[config.mk]
export PLATFORM = sky130hd
export DESIGN_NAME = mulacc_dot_seq_flat
export DESIGN_NICKNAME = d
export VERILOG_FILES = /design/src/rtl/mulacc_dot_seq_if.sv /design/src/rtl/mulacc_dot_seq.sv /design/src/flat_wrapper.sv
export SDC_FILE = /design/constraint.sdc
export NUM_CORES = 1
export LEC_CHECK = 0
export BUFFER_PORTS_ARGS = -buffer_cell sky130_fd_sc_hd__buf_4
export CAP_MARGIN = 40
export CORE_MARGIN = 2
export CORE_UTILIZATION = 51
export DETAILED_ROUTE_END_ITERATION = 8
export PLACE_DENSITY = 0.8
export SYNTH_ARGS = -nofsm -noshare
export SYNTH_HDL_FRONTEND = slang
export SYNTH_SLANG_ARGS = --single-unit
[constraint.sdc]
create_clock -name clk -period 3.2 [get_ports clk]
set_clock_uncertainty 0.1 [all_clocks]
set_input_delay 0.48 -clock clk [delete_from_list [all_inputs] [get_ports clk]]
set_output_delay 0.48 -clock clk [all_outputs]
set_load 0.02 [all_outputs]
[src/rtl/mulacc_dot_seq_if.sv]
// mulacc_dot_seq_if: command, operand, CFU request/response and result bundle of the dot-product sequencer
interface mulacc_dot_seq_if #(
    parameter int CFU_FUNC_ID_W   = 5,
    parameter int CFU_REQ_DATA_W  = 32,
    parameter int CFU_RESP_DATA_W = 32,
    parameter int LEN_W           = 16
) ();
    logic                       cmd_valid;
    logic                       cmd_ready;
    logic [LEN_W-1:0]           cmd_len;
    logic                       op_valid;
    logic                       op_ready;
    logic [CFU_REQ_DATA_W-1:0]  op_data0;
    logic [CFU_REQ_DATA_W-1:0]  op_data1;
    logic                       req_valid;
    logic [CFU_FUNC_ID_W-1:0]   req_func_id;
    logic [CFU_REQ_DATA_W-1:0]  req_data0;
    logic [CFU_REQ_DATA_W-1:0]  req_data1;
    logic                       resp_valid;
    logic [CFU_RESP_DATA_W-1:0] resp_data;
    logic                       resp_err;
    logic                       res_valid;
    logic                       res_ready;
    logic [CFU_RESP_DATA_W-1:0] res_data;
    logic                       res_err;

    modport slave (
        input  cmd_valid, cmd_len, op_valid, op_data0, op_data1,
               resp_valid, resp_data, resp_err, res_ready,
        output cmd_ready, op_ready, req_valid, req_func_id, req_data0, req_data1,
               res_valid, res_data, res_err
    );

    modport master (
        output cmd_valid, cmd_len, op_valid, op_data0, op_data1,
               resp_valid, resp_data, resp_err, res_ready,
        input  cmd_ready, op_ready, req_valid, req_func_id, req_data0, req_data1,
               res_valid, res_data, res_err
    );
endinterface

[src/rtl/mulacc_dot_seq.sv]
// mulacc_dot_seq: sequences clear + N mul-acc requests to a fixed-latency CFU and returns the final accumulator
module mulacc_dot_seq #(
    parameter int CFU_FUNC_ID_W    = 5,
    parameter int CFU_REQ_DATA_W   = 32,
    parameter int CFU_RESP_DATA_W  = 32,
    parameter int CFU_RESP_LATENCY = 3,
    parameter int LEN_W            = 16
) (
    input logic            clk,
    input logic            rst,
    mulacc_dot_seq_if.slave bus
);
    localparam logic [2:0] IDLE   = 3'd0;
    localparam logic [2:0] CLEAR  = 3'd1;
    localparam logic [2:0] STREAM = 3'd2;
    localparam logic [2:0] DRAIN  = 3'd3;
    localparam logic [2:0] DONE   = 3'd4;

    logic [2:0]                 state;
    logic [LEN_W-1:0]           n_len;
    logic [LEN_W-1:0]           remaining;
    logic [LEN_W:0]             resp_cnt;
    logic [LEN_W:0]             cnt_nxt;
    logic                       track;
    logic                       req_valid;
    logic [CFU_FUNC_ID_W-1:0]   req_func_id;
    logic [CFU_REQ_DATA_W-1:0]  req_data0;
    logic [CFU_REQ_DATA_W-1:0]  req_data1;
    logic [CFU_RESP_DATA_W-1:0] res_data;
    logic                       res_err;

    assign track   = state != IDLE && state != DONE;
    assign cnt_nxt = resp_cnt + {{LEN_W{1'b0}}, bus.resp_valid};

    assign bus.cmd_ready   = state == IDLE;
    assign bus.op_ready    = state == STREAM;
    assign bus.res_valid   = state == DONE;
    assign bus.req_valid   = req_valid;
    assign bus.req_func_id = req_func_id;
    assign bus.req_data0   = req_data0;
    assign bus.req_data1   = req_data1;
    assign bus.res_data    = res_data;
    assign bus.res_err     = res_err;

    // sequencer FSM, single-cycle request pulses and response accumulation (DONE needs all N+1 responses)
    always_ff @(posedge clk) begin
        if (rst) begin
            state       <= IDLE;
            n_len       <= '0;
            remaining   <= '0;
            resp_cnt    <= '0;
            req_valid   <= 1'b0;
            req_func_id <= '0;
            req_data0   <= '0;
            req_data1   <= '0;
            res_data    <= '0;
            res_err     <= 1'b0;
        end else begin
            req_valid <= 1'b0;
            if (track && bus.resp_valid) begin
                resp_cnt <= cnt_nxt;
                res_data <= bus.resp_data;
                res_err  <= res_err | bus.resp_err;
            end
            case (state)
                IDLE: if (bus.cmd_valid) begin
                    n_len     <= bus.cmd_len;
                    remaining <= bus.cmd_len;
                    resp_cnt  <= '0;
                    res_err   <= 1'b0;
                    state     <= CLEAR;
                end
                CLEAR: begin
                    req_valid   <= 1'b1;
                    req_func_id <= '0;
                    req_data0   <= '0;
                    req_data1   <= '0;
                    state       <= n_len == '0 ? DRAIN : STREAM;
                end
                STREAM: if (bus.op_valid) begin
                    req_valid   <= 1'b1;
                    req_func_id <= CFU_FUNC_ID_W'(1);
                    req_data0   <= bus.op_data0;
                    req_data1   <= bus.op_data1;
                    remaining   <= remaining - LEN_W'(1);
                    if (remaining == LEN_W'(1)) state <= DRAIN;
                end
                DRAIN: if (bus.resp_valid && cnt_nxt == {1'b0, n_len} + (LEN_W+1)'(1)) state <= DONE;
                DONE: if (bus.res_ready) state <= IDLE;
                default: state <= IDLE;
            endcase
        end
    end
endmodule

[src/flat_wrapper.sv]
// flat-port wrapper written by rule: the top's interface ports become plain ports
module mulacc_dot_seq_flat 
#(
    parameter int CFU_FUNC_ID_W    = 5,
    parameter int CFU_REQ_DATA_W   = 32,
    parameter int CFU_RESP_DATA_W  = 32,
    parameter int CFU_RESP_LATENCY = 3,
    parameter int LEN_W            = 16
)
  (clk, rst, bus_cmd_valid, bus_cmd_len, bus_op_valid, bus_op_data0, bus_op_data1, bus_resp_valid, bus_resp_data, bus_resp_err, bus_res_ready, bus_cmd_ready, bus_op_ready, bus_req_valid, bus_req_func_id, bus_req_data0, bus_req_data1, bus_res_valid, bus_res_data, bus_res_err);
  mulacc_dot_seq_if #(.CFU_FUNC_ID_W(CFU_FUNC_ID_W), .CFU_REQ_DATA_W(CFU_REQ_DATA_W), .CFU_RESP_DATA_W(CFU_RESP_DATA_W), .LEN_W(LEN_W)) bus_i ();
  input logic clk;
  input logic rst;
  input wire logic [$bits(bus_i.cmd_valid)-1:0] bus_cmd_valid;
  input wire logic [$bits(bus_i.cmd_len)-1:0] bus_cmd_len;
  input wire logic [$bits(bus_i.op_valid)-1:0] bus_op_valid;
  input wire logic [$bits(bus_i.op_data0)-1:0] bus_op_data0;
  input wire logic [$bits(bus_i.op_data1)-1:0] bus_op_data1;
  input wire logic [$bits(bus_i.resp_valid)-1:0] bus_resp_valid;
  input wire logic [$bits(bus_i.resp_data)-1:0] bus_resp_data;
  input wire logic [$bits(bus_i.resp_err)-1:0] bus_resp_err;
  input wire logic [$bits(bus_i.res_ready)-1:0] bus_res_ready;
  output wire logic [$bits(bus_i.cmd_ready)-1:0] bus_cmd_ready;
  output wire logic [$bits(bus_i.op_ready)-1:0] bus_op_ready;
  output wire logic [$bits(bus_i.req_valid)-1:0] bus_req_valid;
  output wire logic [$bits(bus_i.req_func_id)-1:0] bus_req_func_id;
  output wire logic [$bits(bus_i.req_data0)-1:0] bus_req_data0;
  output wire logic [$bits(bus_i.req_data1)-1:0] bus_req_data1;
  output wire logic [$bits(bus_i.res_valid)-1:0] bus_res_valid;
  output wire logic [$bits(bus_i.res_data)-1:0] bus_res_data;
  output wire logic [$bits(bus_i.res_err)-1:0] bus_res_err;
  assign bus_i.cmd_valid = bus_cmd_valid;
  assign bus_i.cmd_len = bus_cmd_len;
  assign bus_i.op_valid = bus_op_valid;
  assign bus_i.op_data0 = bus_op_data0;
  assign bus_i.op_data1 = bus_op_data1;
  assign bus_i.resp_valid = bus_resp_valid;
  assign bus_i.resp_data = bus_resp_data;
  assign bus_i.resp_err = bus_resp_err;
  assign bus_i.res_ready = bus_res_ready;
  assign bus_cmd_ready = bus_i.cmd_ready;
  assign bus_op_ready = bus_i.op_ready;
  assign bus_req_valid = bus_i.req_valid;
  assign bus_req_func_id = bus_i.req_func_id;
  assign bus_req_data0 = bus_i.req_data0;
  assign bus_req_data1 = bus_i.req_data1;
  assign bus_res_valid = bus_i.res_valid;
  assign bus_res_data = bus_i.res_data;
  assign bus_res_err = bus_i.res_err;
  mulacc_dot_seq #(.CFU_FUNC_ID_W(CFU_FUNC_ID_W), .CFU_REQ_DATA_W(CFU_REQ_DATA_W), .CFU_RESP_DATA_W(CFU_RESP_DATA_W), .CFU_RESP_LATENCY(CFU_RESP_LATENCY), .LEN_W(LEN_W)) u_core (.clk(clk), .rst(rst), .bus(bus_i));
endmodule
==> summary.md <==
| Metric | Value |
|---|---|
| Fraction of the yosys area taken by sequential cells | `44.21%` |
| CP required | `between 3 and 4 ns` |
| Count of antenna diodes in the layout | `0` |
| Global-route wire length before repair | `29.80 mm` |
| Status | `completed` |
| Initial antenna violation count | `0` |
| CTS tree | `built` |
| Mean Syn Cell Area | `8.238 sq um` |
| Post-route DRC | `0` |
| Fill cell total of the finished layout | `between 1,000 and 1,500` |
| DP HPWL | `13.15 mm` |
| Final period demand of the worst path | `2.737 ns` |
| Wire length per cell after detailed routing | `15.39 microns` |
| Final hold vios | `0` |
| CP max stage delay | `0.47 ns` |
| Headroom to the max-slew limit | `approximately half` |
| Kind of end point of the critical path | `flop` |
| Number of vias in the routed layout | `6,527` |
| Initial standard-cell utilization of the core | `51.84%` |
| Kind of critical path | `flop to flop` |
| Warnings from Yosys | `0` |
| Cells along the critical path | `ha_1 > nand4_1 > nor2_1 > nand3_1 > xnor2_1 > nor3_1 > nor4b_2 > a31oi_1 > o21a_1` |
| Total power divided by cell area | `682.2 nW/um^2` |
| Pin count of the biggest net entering global routing | `69` |
| Setup WS post-layout | `0.4629 ns` |
| Total overflow reported by the global router | `0` |
| Number of placed instances with taps included | `roughly 1,200` |
| Post-Place Setup Slack | `0.4787 ns` |
| Vias in the first global route | `6,066` |
| Number of flops mapped to enable cells by yosys | `0` |
| Unique cell type count in the Yosys netlist | `61` |
| Number of clock sinks seen by CTS | `roughly 150` |
| Post-synthesis instance total | `830` |
| Number of buffers added on ports | `220` |
| Proportion of register bits with asynchronous set or reset after synthesis | `0%` |
| Number of post-CTS setup repair buffers | `0` |
| DRT antenna net count | `0` |
| IO Pins | `225` |
| Commonest register cell after synthesis | `sky130_fd_sc_hd__dfxtp_1` |
| Setup violation total in the final timing report | `0` |
| Hold WC Path Type | `input pin to flop` |
| Post-cts sizing count | `0` |
| Maximum net fanout on the critical path | `8` |
| DR iter-0 viols | `between 400 and 500` |
| Register-to-register setup slack | `0.46 ns` |
| Maximum clock path buffer count | `2` |
| Clock-pin slew on the worst setup and hold paths | `0.06 ns` |
| Number of flip-flops and latches in the synthesized netlist | `151` |
| Largest cells by area after synthesis | `sky130_fd_sc_hd__dfxtp_1 (44%), sky130_fd_sc_hd__nand2_1 (7.6%), sky130_fd_sc_hd__a22oi_1 (7.6%)` |
| CP max-delay cell | `sky130_fd_sc_hd__dfxtp_1` |
| Yosys top cell area share | `44.21%` |
| Synthesized cell area | `approximately 7000 sq um` |
| Worst endpoint data arrival time | `2.95 ns` |
| Htree depth | `4` |
| Die span in y | `119.8 microns` |
| Number of standard-cell rows in the floorplan | `42` |
| Die Footprint | `approximately 14,000 sq um` |
| GR Util All Layers | `between 20 and 30%` |
| Cell with the most instances after synthesis | `sky130_fd_sc_hd__dfxtp_1` |
| Unrepaired setup endpoints after global routing | `no` |
| Fin crit share | `85.53%` |
| Post-synthesis to final-layout area growth | `33.72%` |
| Non-filler instance count after layout | `1,208` |
| Launching element type of the critical path | `flop` |
| Horiz. Die Dim | `119.8 microns` |
| GPL Wtd Cong | `0.8685` |
| Clock latency reported for the late side of the worst-skew pair | `roughly 0.42 ns` |
| Setup TNS Final | `0 ns` |
| Max capacitance violation total | `0` |
| Biggest area consumer among synthesized cells | `sky130_fd_sc_hd__dfxtp_1` |
| Detailed-router iteration count before antenna repair | `5` |
| Cell leakage power | `between 0.003 and 0.004 uW` |
| Maximum ir drop on the vdd rail | `403.3 uV` |
| Hold_buf cts | `0` |
| Core footprint | `13,190 sq um` |
| Share of post-route cells with drive strength above 1 | `27.62%` |
| Post-synth top cells | `sky130_fd_sc_hd__dfxtp_1 (151), sky130_fd_sc_hd__nand2_1 (139), sky130_fd_sc_hd__nor2_1 (110)` |
| Worst Max-Slew Pin Slew | `~0.74 ns` |
| CP bufs+invs | `0` |
| Post-Route WL | `roughly 19 mm` |
| Ratio of routed vias to standard cells | `5.403` |
| Max-slew violation total from the final report | `0` |
| Kind of cell adding the most delay to the critical path | `simple AND/OR/NAND/NOR gates` |
| Root Driver | `sky130_fd_sc_hd__clkbuf_16` |
| Maximum achievable frequency | `approximately 370 MHz` |
| Nets@finish | `1,145` |
| Number of buffers created by CTS | `17` |
[layer usage]
metal	global-route usage, %	vias to the layer above	wire length, microns
met5	0	-	0
met3	7.462	38	1353
met2	42.39	237	9023
li1	-	3251	-
met4	10.29	0	498
met1	31.83	3001	7715
[worst reg2reg max path: cells and delay by family (launching register included)]
family,cells,cell delay (ns)
adders and majority gates,1,0.26
and+or+nand+nor,5,1.27
xor gates and xnor gates,1,0.19
DFF,1,0.47
AOI/OAI and AO/OA,2,0.34
[metrics by stage]
stage | hold WS [ns] | total power [uW] | cell area [sq um] | util (%)
3_5_place_dp | 0.3478 | 4138 | 8514 | 64.55
5_1_grt | 0.1950 | 6570 | 9144 | 69.32
2_1_floorplan | 0.3410 | 3535 | 6849 | -
6_report | 0.1925 | 6238 | 9144 | 69.32
4_1_cts | 0.1807 | 6260 | 9144 | 69.32
3_3_place_gp | 0.3433 | 4105 | 8499 | 64.44
[registers in the layout, summed over array words and instances, names as in the netlist]
name / cells
u_core.resp_cnt: 17
u_core.remaining: 16
u_core.bus.req_data1: 32
u_core.n_len: 16
u_core.bus.req_func_id: 1
u_core.bus.res_data: 32
u_core.bus.req_data0: 32
u_core.bus.res_err: 1
u_core.state: 3
u_core.bus.req_valid: 1
[final timing paths]
kind | startpoint | endpoint | depth (start not counted)
worst min-delay path | bus_resp_err | u_core.bus.res_err | 3
worst max-delay path | u_core.n_len[0] | u_core.state[0] | 9
worst min register to register | u_core.bus.res_data[23] | u_core.bus.res_data[23] | 2
worst max register to register | u_core.n_len[0] | u_core.state[0] | 9
[kinds of logic (layout without fill, tap and decap cells)]
family / count (synthesis) / in the layout / share of synthesized area (%)
XOR/XNOR: 50 / 50 / 6.715
buffers and inverters: 78 / 277 / 5.471
AO/OA/AOI/OAI: 199 / 199 / 18.32
AND/OR/NAND/NOR: 342 / 342 / 23.51
other: 1 / 4 / 0.05484
adder cells (fa/ha/maj): 6 / 6 / 1.098
flip-flops: 151 / 151 / 44.21
multiplexers: 3 / 3 / 0.6221
[report_power, final]
| part | switching [uW] | total (uW) | leakage, uW | internal (uW) |
|---|---|---|---|---|
| logic | 1080 | 1800 | 0.00222 | 720 |
| registers | 218 | 2320 | 0.00123 | 2100 |
| clock network | 775 | 2120 | 0.000300 | 1350 |
[placed cells by master (no fill, tap or decap), types with 2 or more instances in the layout]
cell / synthesis / layout
sky130_fd_sc_hd__buf_4: 4 / 233
sky130_fd_sc_hd__dfxtp_1: 151 / 151
sky130_fd_sc_hd__nand2_1: 139 / 139
sky130_fd_sc_hd__nor2_1: 110 / 110
sky130_fd_sc_hd__a21oi_1: 74 / 74
sky130_fd_sc_hd__a22oi_1: 69 / 69
sky130_fd_sc_hd__xnor2_1: 32 / 32
sky130_fd_sc_hd__o21ai_0: 21 / 20
sky130_fd_sc_hd__nand3_1: 18 / 18
sky130_fd_sc_hd__clkbuf_16: 0 / 17
sky130_fd_sc_hd__xor2_1: 16 / 16
sky130_fd_sc_hd__inv_1: 11 / 11
sky130_fd_sc_hd__nor3_1: 11 / 11
sky130_fd_sc_hd__or3_1: 10 / 10
sky130_fd_sc_hd__nand4_1: 10 / 10
sky130_fd_sc_hd__nor4_1: 9 / 9
sky130_fd_sc_hd__a211oi_1: 6 / 6
sky130_fd_sc_hd__ha_1: 6 / 6
sky130_fd_sc_hd__and2_1: 5 / 5
sky130_fd_sc_hd__o22ai_1: 5 / 5
sky130_fd_sc_hd__nand2b_1: 5 / 4
sky130_fd_sc_hd__o21ai_1: 4 / 4
sky130_fd_sc_hd__o211ai_1: 4 / 4
sky130_fd_sc_hd__a31oi_1: 4 / 4
sky130_fd_sc_hd__conb_1: 1 / 4
sky130_fd_sc_hd__bufinv_16: 0 / 4
sky130_fd_sc_hd__nand4_4: 3 / 3
sky130_fd_sc_hd__nor4_4: 3 / 3
sky130_fd_sc_hd__and3_1: 3 / 3
sky130_fd_sc_hd__clkinvlp_4: 0 / 3
sky130_fd_sc_hd__mux2i_1: 2 / 2
sky130_fd_sc_hd__nand3b_1: 2 / 2
sky130_fd_sc_hd__o32ai_1: 2 / 2
sky130_fd_sc_hd__o21a_1: 2 / 2
sky130_fd_sc_hd__clkbuf_8: 0 / 2
sky130_fd_sc_hd__clkinv_2: 0 / 2
[cell type report]
type / instances / area, sq um / area share (%)
Inverter: 12 / 45.04 / 0.4926
Tap cell: 176 / 220.2 / 2.408
Timing Repair Buffer: 234 / 1764 / 19.29
Clock buffer: 20 / 456.7 / 4.995
Multi-Input combinational cell: 604 / 3462 / 37.86
Clock inverter: 11 / 172.7 / 1.888
Sequential cell: 151 / 3023 / 33.06
Note: power is estimated with default switching activity, not from simulation.
